--- config.mk ---
export PLATFORM = sky130hd
export DESIGN_NAME = adder_8bit
export DESIGN_NICKNAME = d
export VERILOG_FILES = /design/src/rtl/adder_8bit_pkg.sv /design/src/rtl/adder_8bit_full_adder.sv /design/src/rtl/adder_8bit.sv
export SDC_FILE = /design/constraint.sdc
export NUM_CORES = 1
export LEC_CHECK = 0
export CAP_MARGIN = 20
export CORE_MARGIN = 2
export CORE_UTILIZATION = 34
export DETAILED_ROUTE_END_ITERATION = 8
export HOLD_SLACK_MARGIN = 0.02
export PLACE_DENSITY = 0.82
export RECOVER_POWER = 25
export SYNTH_ARGS = -nofsm -noshare
export SYNTH_HDL_FRONTEND = slang
export SYNTH_SLANG_ARGS = --single-unit
export TNS_END_PERCENT = 1
--- constraint.sdc ---
create_clock -name clk -period 0.8 [get_ports clk]
set_input_delay 0.16 -clock clk [delete_from_list [all_inputs] [get_ports clk]]
set_output_delay 0.16 -clock clk [all_outputs]
set_load 0.05 [all_outputs]
--- src/rtl/adder_8bit_pkg.sv ---
// rtl/adder_8bit_pkg.sv - shared constants for the registered ripple-carry adder
// Purpose: holds the default operand width used by adder_8bit.
// Ports: none (package).
package adder_8bit_pkg;

    localparam int ADDER_WIDTH_DEFAULT = 8;

endpackage : adder_8bit_pkg

--- src/rtl/adder_8bit_full_adder.sv ---
// rtl/adder_8bit_full_adder.sv - one-bit combinational full-adder cell
// Purpose: single stage of the ripple-carry chain in adder_8bit.
// Ports:
//   a, b  - operand bits
//   cin   - carry into this stage
//   s     - sum bit
//   cout  - carry out of this stage (majority of a, b, cin)
module full_adder (
    input  logic a,
    input  logic b,
    input  logic cin,
    output logic s,
    output logic cout
);

    assign s    = a ^ b ^ cin;
    assign cout = (a & b) | (a & cin) | (b & cin);

endmodule : full_adder

--- src/rtl/adder_8bit.sv ---
// rtl/adder_8bit.sv - registered ripple-carry adder, {Cout,Sum} = A + B + Cin
// Purpose: unsigned WIDTH-bit adder with carry-in/carry-out and one cycle of latency.
// Ports:
//   clk       - rising-edge clock
//   rst_n     - asynchronous active-low reset
//   in_valid  - A, B, Cin valid this cycle
//   A, B      - unsigned operands
//   Cin       - carry-in
//   out_valid - Sum/Cout hold a new result this cycle
//   Sum       - registered low WIDTH bits of the sum
//   Cout      - registered carry-out
module adder_8bit
    import adder_8bit_pkg::*;
#(
    parameter int WIDTH = ADDER_WIDTH_DEFAULT
) (
    input  logic             clk,
    input  logic             rst_n,
    input  logic             in_valid,
    input  logic [WIDTH-1:0] A,
    input  logic [WIDTH-1:0] B,
    input  logic             Cin,
    output logic             out_valid,
    output logic [WIDTH-1:0] Sum,
    output logic             Cout
);

    // carry[i] is the carry into cell i; carry[WIDTH] is the final carry-out.
    logic [WIDTH:0]   carry;
    logic [WIDTH-1:0] sum_comb;

    assign carry[0] = Cin;

    for (genvar i = 0; i < WIDTH; i++) begin : g_cell
        full_adder u_fa (
            .a    (A[i]),
            .b    (B[i]),
            .cin  (carry[i]),
            .s    (sum_comb[i]),
            .cout (carry[i+1])
        );
    end

    // Result registers only load on valid input; otherwise they keep the last
    // result while out_valid drops, so consumers must sample in the valid cycle.
    always_ff @(posedge clk or negedge rst_n) begin
        if (!rst_n) begin
            Sum       <= '0;
            Cout      <= 1'b0;
            out_valid <= 1'b0;
        end else begin
            out_valid <= in_valid;
            if (in_valid) begin
                Sum  <= sum_comb;
                Cout <= carry[WIDTH];
            end
        end
    end

endmodule : adder_8bit

Word-level counts from Yosys, hierarchy flattened
Index checks and enable logic that the tools add are counted.
Widths: inputs -> output; s select.

storage, ports and cells
  flip-flop bits (word level) = 10
  bits of input ports = 20
  logic and storage cells = 59
  output and inout bits = 10

operators by class
  bitwise logic cells = 56

operators by type and width
  kind         number
  $and 1x1->1  24
  $or 1x1->1   16
  $xor 1x1->1  16

Logic depth before layout (Yosys ltp)
Gate-level depths: netlist of run 1.

  depth after elaboration = 24
  gate-level depth with buffers = 12
  depth with buffers taken out = 12

Modules after synthesis
A second synthesis of run 1 with hierarchy kept.

second synthesis, totals
  cells, all modules = 28
  area total of the unflattened synthesis = 556.8 sq um

by module, submodules not included
  module      times used  area an instance (sq um)  cells each  sequential area each (sq um)
  adder_8bit  1           396.6                     20          250.2
  full_adder  8           20.0                      1           0.0

Worst setup path before layout of run 1
No wires, ideal clock.

  path kind = input to register
  start = in A[0]
  end = reg Sum[7]
  data arrival time = 3.253 ns
  stages = 12
  required time = 0.723 ns
  setup time = 0.077 ns
  path buffers = 0
  path slack = -2.530 ns
  cells stage by stage = inv_1 fa_1 inv_1 fa_1 fa_1 fa_1 fa_1 fa_1 fa_1 inv_1 fa_1 a21oi_1

on the way
  word-level cells in the longest chain between the ends = 22
  elaborated cells on any way between the ends = 29
  those cells by class = bitwise: 29

ends and longest elaborated chain
  item                       RTL line                     RTL
  from (decl)                adder_8bit.sv:20             input logic [WIDTH-1:0] A,
  $and 1x1->1                adder_8bit_full_adder.sv:17  assign cout = (a & b) | (a & cin) | (b & cin);
  $or 1x1->1 * (2 in a row)  adder_8bit_full_adder.sv:17
  $and 1x1->1                adder_8bit_full_adder.sv:17
  $or 1x1->1                 adder_8bit_full_adder.sv:17
  $or 1x1->1 *               adder_8bit_full_adder.sv:17
  $and 1x1->1                adder_8bit_full_adder.sv:17
  $or 1x1->1                 adder_8bit_full_adder.sv:17
  $or 1x1->1 *               adder_8bit_full_adder.sv:17
  [... 5 more ...]           n/a
  $or 1x1->1 *               adder_8bit_full_adder.sv:17
  $and 1x1->1                adder_8bit_full_adder.sv:17
  $or 1x1->1                 adder_8bit_full_adder.sv:17
  $or 1x1->1 *               adder_8bit_full_adder.sv:17
  $and 1x1->1                adder_8bit_full_adder.sv:17
  $or 1x1->1                 adder_8bit_full_adder.sv:17
  $or 1x1->1 *               adder_8bit_full_adder.sv:17
  $xor 1x1->1 *              adder_8bit_full_adder.sv:16  assign s = a ^ b ^ cin;
  to (signal assigned)       adder_8bit.sv:54             Sum <= sum_comb;
  to (decl)                  adder_8bit.sv:24             output logic [WIDTH-1:0] Sum,

Every way passes the cells marked *; elsewhere a longest branch is shown, timed or not.
A chain may end at the register's enable or synchronous reset.

Worst setup path in the final report of run 1
  start = in Cin
  end = reg Sum[7]

on the way
  word-level cells in the longest chain between the ends = 22
  elaborated cells on any way between the ends = 29
  those cells by class = bitwise: 29

ends and longest elaborated chain
  item              RTL line                     RTL
  from (decl)       adder_8bit.sv:22             input logic Cin,
  $and 1x1->1       adder_8bit_full_adder.sv:17
  $or 1x1->1        adder_8bit_full_adder.sv:17
  $or 1x1->1 *      adder_8bit_full_adder.sv:17
  $and 1x1->1       adder_8bit_full_adder.sv:17
  $or 1x1->1        adder_8bit_full_adder.sv:17
  $or 1x1->1 *      adder_8bit_full_adder.sv:17
  $and 1x1->1       adder_8bit_full_adder.sv:17
  $or 1x1->1        adder_8bit_full_adder.sv:17
  [... 6 more ...]  n/a
  $or 1x1->1 *      adder_8bit_full_adder.sv:17
  $and 1x1->1       adder_8bit_full_adder.sv:17
  $or 1x1->1        adder_8bit_full_adder.sv:17
  $or 1x1->1 *      adder_8bit_full_adder.sv:17
  $and 1x1->1       adder_8bit_full_adder.sv:17
  $or 1x1->1        adder_8bit_full_adder.sv:17
  $or 1x1->1 *      adder_8bit_full_adder.sv:17
  $xor 1x1->1 *     adder_8bit_full_adder.sv:16

Marks and branches as above.

==> results of run 1 <==
routing by layer:
layer | vias up | share of wire | GRT usage
met5 | - | 0 | 0
li1 | 182 | - | -
met3 | 2 | 0.084 | 0.0480
met2 | 20 | 0.55 | 0.217
met4 | 0 | 0.016 | 0.0882
met1 | 194 | 0.35 | 0.184
final timing paths:
path                       startpoint  endpoint  slack [ps]  cells after the start
max                               Cin    Sum[7]       -2240                     13
min in group asynchronous       rst_n    Sum[6]         290                      2
min                          in_valid    Sum[0]         280                      3
max reg2reg                    Sum[4]    Sum[4]           0                      1
max in group asynchronous       rst_n    Sum[3]         300                      2
min reg2reg                    Sum[0]    Sum[0]         560                      2
area by class of cell:
cell class / instances / area, µm² / share of cell area
flip-flops and latches: 10 / 250 / 0.238
inverters: 8 / 35.0 / 0.0334
clock buffers: 3 / 22.5 / 0.0215
well taps: 16 / 20.0 / 0.0191
multi-input cells: 19 / 295 / 0.281
repair buffers: 32 / 427 / 0.406
worst max-delay path, cell delays in order:
cell and delay, ps:
buf_6 100, inv_4 40, fa_2 190, inv_2 40
fa_2 350, fa_2 370, fa_2 340, fa_2 350
fa_2 350, fa_2 340, inv_2 60, fa_1 410
a21oi_2 150
through the flow:
step                      TNS [ps]  std cells  instance area (µm²)
after floorplan             -12470         38                  578
after CTS                   -13840         88                 1050
after detailed placement    -17570         85                 1010
after global routing        -13770         88                 1050
after global placement      -17030         85                 1010
final                       -13110         88                 1050
cell families (layout without fill, tap and decap cells):
group / after synthesis / in the layout / share of synthesized area
AO/OA/AOI/OAI: 2 / 2 / 0.0177
adder cells (fa/ha/maj): 8 / 8 / 0.283
buffers and inverters: 9 / 43 / 0.0730
flip-flops: 10 / 10 / 0.442
multiplexers: 7 / 7 / 0.170
AND/OR/NAND/NOR: 2 / 2 / 0.0133
power groups by stage:
stage / logic [mW] / registers, mW / clock network [mW]
after floorplan: 0.216 / 1.03 / 0
after global placement: 1.16 / 0.732 / 0
after detailed placement: 1.19 / 0.731 / 0
after CTS: 1.20 / 0.725 / 0.355
after global routing: 1.25 / 0.737 / 0.367
final: 1.18 / 0.722 / 0.338
flip-flops by register name, summed over array words and instances (netlist names):
register / cells
Sum: 8
Cout: 1
out_valid: 1
what timing repair did:
item	4_1_cts	5_1_grt
setup endpoints to repair	19	19
gates resized for setup	26	1
pin swaps	9	8
layout by cell type, fill, tap and decap left out:
cell type / Yosys / layout
dfrtp_1: 10 / 10
mux2_2: 1 / 1
a21oi_2: 0 / 1
dlygate4sd2_1: 0 / 2
inv_4: 0 / 2
buf_12: 0 / 11
clkbuf_2: 0 / 1
dlygate4sd3_1: 0 / 1
clkbuf_4: 0 / 3
nor2_1: 2 / 2
dlymetal6s2s_1: 0 / 1
mux2i_1: 1 / 1
buf_6: 1 / 3
clkdlybuf4s50_1: 0 / 12
mux2_4: 5 / 5
a21oi_1: 2 / 1
fa_1: 8 / 1
inv_2: 0 / 3
buf_4: 0 / 1
inv_1: 8 / 3
fa_2: 0 / 7
==> results_dict.tcl, run 1 <==
set metrics [dict create \
    status "finished, violations left" \
    violations "negative setup slack" \
    utilization 0.681 \
    drive_gt1_frac 0.528 \
    critical_path_class "in -> reg" \
    dr_total_vias 398 \
    grt_pass1_vias 437 \
    finalHoldViolCount 0 \
    synth_edf_count 0 \
    final_nets 102 \
    min_path_type "in -> reg" \
    ys_warn_count 0 \
    gp_congestion 0.616 \
    p_clk_frac 0.151 \
    cts_hold_buf 0 \
    grt_pass1_wl_mm 1.99 \
    synthCells 38 \
    n_antenna_cell 0 \
    post_cts_buffers 0 \
    drt_iter0_drc 0 \
    slew_headroom 0.827 \
    tightest_slew_ps 260 \
    grt_max_degree 11 \
    synth.largest_area_cell "dfrtp_1" \
    pin_count 30 \
    ys_async_sr_fraction 1.00 \
    syn_area_per_cell_um2 14.9 \
    drtPass1Iterations 1 \
    period_needed_ps 3040 \
    gr-total-overflow 0 \
    p_sw_frac 0.366 \
    drtAntennaViolNets 0 \
    post-route-period-util 3.80 \
    rows 14 \
    dieArea_mm2 0.00201 \
    maxCapViolations 0 \
    combPwrFrac 0.528 \
    synthToLayoutAreaGrowth_pct 85.6 \
    clock_latency_ps 270 \
    fmax_ghz 0.329 \
    synth-seq-cells 10 \
    syn-cell-area_um2 566 \
    p_int_mw 1.42 \
    synthFlopType "dfrtp_1" \
    port_buffers 29 \
    finalPower_mw 2.24 \
    synthTopCellsByArea "dfrtp_1, fa_1, mux2_4" \
    die_w_um 44.8 \
    final.setup.worst_slack_ps -2240 \
    place_ws_ps -2950 \
    netSwitchingPower_uw 820 \
    rsz0062_at_grt "yes" \
    power_density_mw_per_mm2 2140 \
    cts_root_buffer "clkbuf_4" \
    hpwl_um 982 \
    cts.path.max_buffers 2 \
    synth_common_cells "dfrtp_1, fa_1, inv_1" \
    p_leak_nw 0.483 \
    synth_nets 66 \
    wl_per_cell_um 12.8 \
    arrival_ps 3240 \
    drt_wl_total_mm 1.13 \
    grt_usage 0.146 \
    pwr-share-seq 0.322 \
    cts_buffers 3 \
    critPathMaxFanout 1 \
    end_kind "flip-flop" \
    die_y_um 44.8 \
    core_area_mm2 0.00154 \
    ys_types 9 \
    finalMaxSlewViolations 0 \
    clock_skew_ps 0 \
    startpoint_type "input pin" \
    via_per_inst 4.52 \
    vdd_ir_drop_max_mv 1.44 \
    yosys.cell_count.top_type "dfrtp_1" \
    synth_top_area_share 0.442 \
    whs_ps 281 \
    worst_setup_hold_path_clk_slew_ps 60 \
    fillerInstances 112 \
    required_ps 1000 \
    cts_tree "built" \
    seq_area_frac_synth 0.442 \
    htreeDepth 1 \
    clock_sinks 10 \
    setup_viol 18 \
    drc 0 \
    antenna_found_initial 0 \
    start_util 0.367 \
]
No activity file was read; power rests on OpenSTA's default activity.
==> run 2, diff against run 1 <==
--- a/config.mk
+++ b/config.mk
@@ -10,4 +10,5 @@
 export CORE_UTILIZATION = 34
 export DETAILED_ROUTE_END_ITERATION = 8
+export GPL_TIMING_DRIVEN = 0
 export HOLD_SLACK_MARGIN = 0.02
 export PLACE_DENSITY = 0.82
==> constraint.sdc (replaced) <==
create_clock -name clk -period 0.8 [get_ports clk]
set_input_delay 0.2 -clock clk [delete_from_list [all_inputs] [get_ports clk]]
set_output_delay 0.2 -clock clk [all_outputs]
set_load 0.05 [all_outputs]
==> run 2 against run 1 <==
The run still ends with negative setup slack left; flip-flop and latch count unchanged; maximum frequency is 0.91% lower; final area shrank 9.8%; register-to-register slack hardly changed; setup slack lost 28 ps; utilization fell by 6.7 points; sequential power fell by 5.8%; routed wire length down 3.5%; critical path depth stayed put; combinational power decreased by 18%; cell count shrank 1.1%; worst hold slack got worse by 46 ps; largest cell class unchanged; largest power group unchanged; highest routed layer unchanged.
==> results_dict.tcl, run 2 (same netlist as run 1, synthesis figures left out) <==
set metrics [dict create \
    dieArea_mm2 0.00201 \
    htreeDepth 1 \
    gr-total-overflow 0 \
    finalHoldViolCount 0 \
    drc 0 \
    cts_buffers 3 \
    fillerInstances 144 \
    drt_wl_total_mm 1.09 \
    grt_pass1_vias 445 \
    period_needed_ps 3070 \
    worst_setup_hold_path_clk_slew_ps 70 \
    die_w_um 44.8 \
    dp_cells 83 \
    vdd_ir_drop_max_mv 1.18 \
    cts_tree "built" \
    rrSetupSlack_ps 10 \
    grt_usage 0.145 \
    critPathMaxFanout 1 \
    die_y_um 44.8 \
    required_ps 1010 \
    final.setup.worst_slack_ps -2270 \
    gp_congestion 0.624 \
    critical_path_class "in -> reg" \
    maxCapViolations 0 \
    timing.rr.end "Sum[4]" \
    drive_gt1_frac 0.507 \
    finalMaxSlewViolations 0 \
    tightest_slew_ps 448 \
    clock_sinks 10 \
    pin_count 30 \
    utilization 0.614 \
    min_to "out_valid" \
    post_cts_buffers 0 \
    end_kind "flip-flop" \
    met3WireLength_um 102 \
    arrival_ps 3280 \
    drt-met1-wl_um 381 \
    drt_iter0_drc 3 \
    drtPass1Iterations 2 \
    status "finished, violations left" \
    min-delay-start "in_valid" \
    wl_met2_um 572 \
    grt_pass1_wl_mm 1.88 \
    final_nets 100 \
    regArea_um2 250 \
    grt_max_degree 11 \
    drtAntennaViolNets 0 \
    setup_viol 18 \
    cts_root_buffer "clkbuf_4" \
    min_path_type "in -> reg" \
    largest_register "Sum" \
    fmax_ghz 0.326 \
    antenna_found_initial 0 \
    stdcell_count 87 \
    reg.largest.list "Sum (8), Cout (1), out_valid (1)" \
    min_delay_path_depth 1 \
    start_util 0.367 \
    power_density_mw_per_mm2 2230 \
    hpwl_um 891 \
    rows 14 \
    clock_latency_ps 280 \
    n_antenna_cell 0 \
    rsz0062_at_grt "yes" \
    core_area_mm2 0.00154 \
    dr_total_vias 401 \
    cts.path.max_buffers 2 \
    largest_register_ffs 8 \
    startpoint_type "input pin" \
    cts_hold_buf 0 \
    reg2reg_depth 1 \
    highest_layer "met4" \
    violations "negative setup slack" \
    p_leak_nw 0.433 \
    clock_skew_ps 0 \
    reg2reg_from "Sum[4]" \
    port_buffers 29 \
    mostFrequentLayoutCells "clkdlybuf4s50_1, buf_6, dfrtp_1, fa_2, mux2_4" \
    wl_per_cell_um 12.5 \
    multi_input_area_um2 292 \
    final_common_cell "clkdlybuf4s50_1" \
    via_per_inst 4.61 \
    post-route-period-util 3.84 \
    synthToLayoutAreaGrowth_pct 67.5 \
    slew_headroom 0.700 \
    finalPower_mw 2.12 \
]
==> run 2: cell types whose count changed in the layout (fill, tap and decap cells not counted) <==
| cell | before | now |
|---|---|---|
| buf_6 | 3 | 11 |
| a21oi_2 | 1 | 0 |
| clkbuf_2 | 1 | 0 |
| clkbuf_8 | 0 | 1 |
| a21oi_1 | 1 | 2 |
| dlymetal6s2s_1 | 1 | 0 |
| buf_4 | 1 | 0 |
| buf_12 | 11 | 0 |
| clkdlybuf4s15_2 | 0 | 3 |
| dlygate4sd2_1 | 2 | 3 |
==> run 2: worst max-delay path by stage <==
stage / startpoint / end / cells past startpoint
after CTS: A[0] / Sum[7] / 13
after detailed placement: B[0] / Sum[7] / 13
after floorplan: A[0] / Sum[7] / 12
final: A[0] / Sum[7] / 13
after global routing: A[0] / Sum[7] / 13
after global placement: A[0] / Sum[7] / 13
==> run 2: cell type report <==
cell class                 instances  area share
buffer                             1      0.0119
sequential                        10       0.264
clock buffer                       4      0.0383
timing repair buffer              29       0.320
inverter                           8      0.0370
tap                               16      0.0211
multi-input combinational         19       0.308
==> run 2: worst max-delay path: stages <==
cell	delay [ps]
buf_6	90
inv_4	40
fa_2	190
inv_2	40
fa_2	340
fa_2	370
fa_2	350
fa_2	340
fa_2	360
fa_2	340
inv_2	60
fa_1	400
a21oi_1	140
==> run 2: power breakdown <==
group / total [mW] / internal [mW] / switching, mW
combinational: 0.963 / 0.425 / 0.538
clock: 0.472 / 0.277 / 0.195
sequential: 0.680 / 0.608 / 0.0720
==> run 2: what timing repair did <==
item,4_1_cts,5_1_grt
setup endpoints to repair,19,18
pin swaps,9,9
endpoints found under the hold margin,0,0
gates resized for setup,67,21
==> run 2: routing by layer <==
| metal | global-route usage | vias to the layer above |
|---|---|---|
| li1 | - | 181 |
| met1 | 0.141 | 195 |
| met2 | 0.229 | 21 |
| met3 | 0.0800 | 4 |
| met4 | 0.106 | 0 |
| met5 | 0 | - |
==> run 2: metrics by stage <==
| stage | cell area [µm²] | worst slack [ps] | setup TNS [ps] | hold WS, ps |
|---|---|---|---|---|
| finish | 947 | -2270 | -14170 | 235 |
| CTS | 945 | -2390 | -15570 | 232 |
| detailed placement | 888 | -2970 | -23630 | 500 |
| floorplan | 578 | -2400 | -12840 | -95.6 |
| global route | 947 | -2370 | -14970 | 216 |
| global placement | 888 | -2900 | -23050 | 497 |
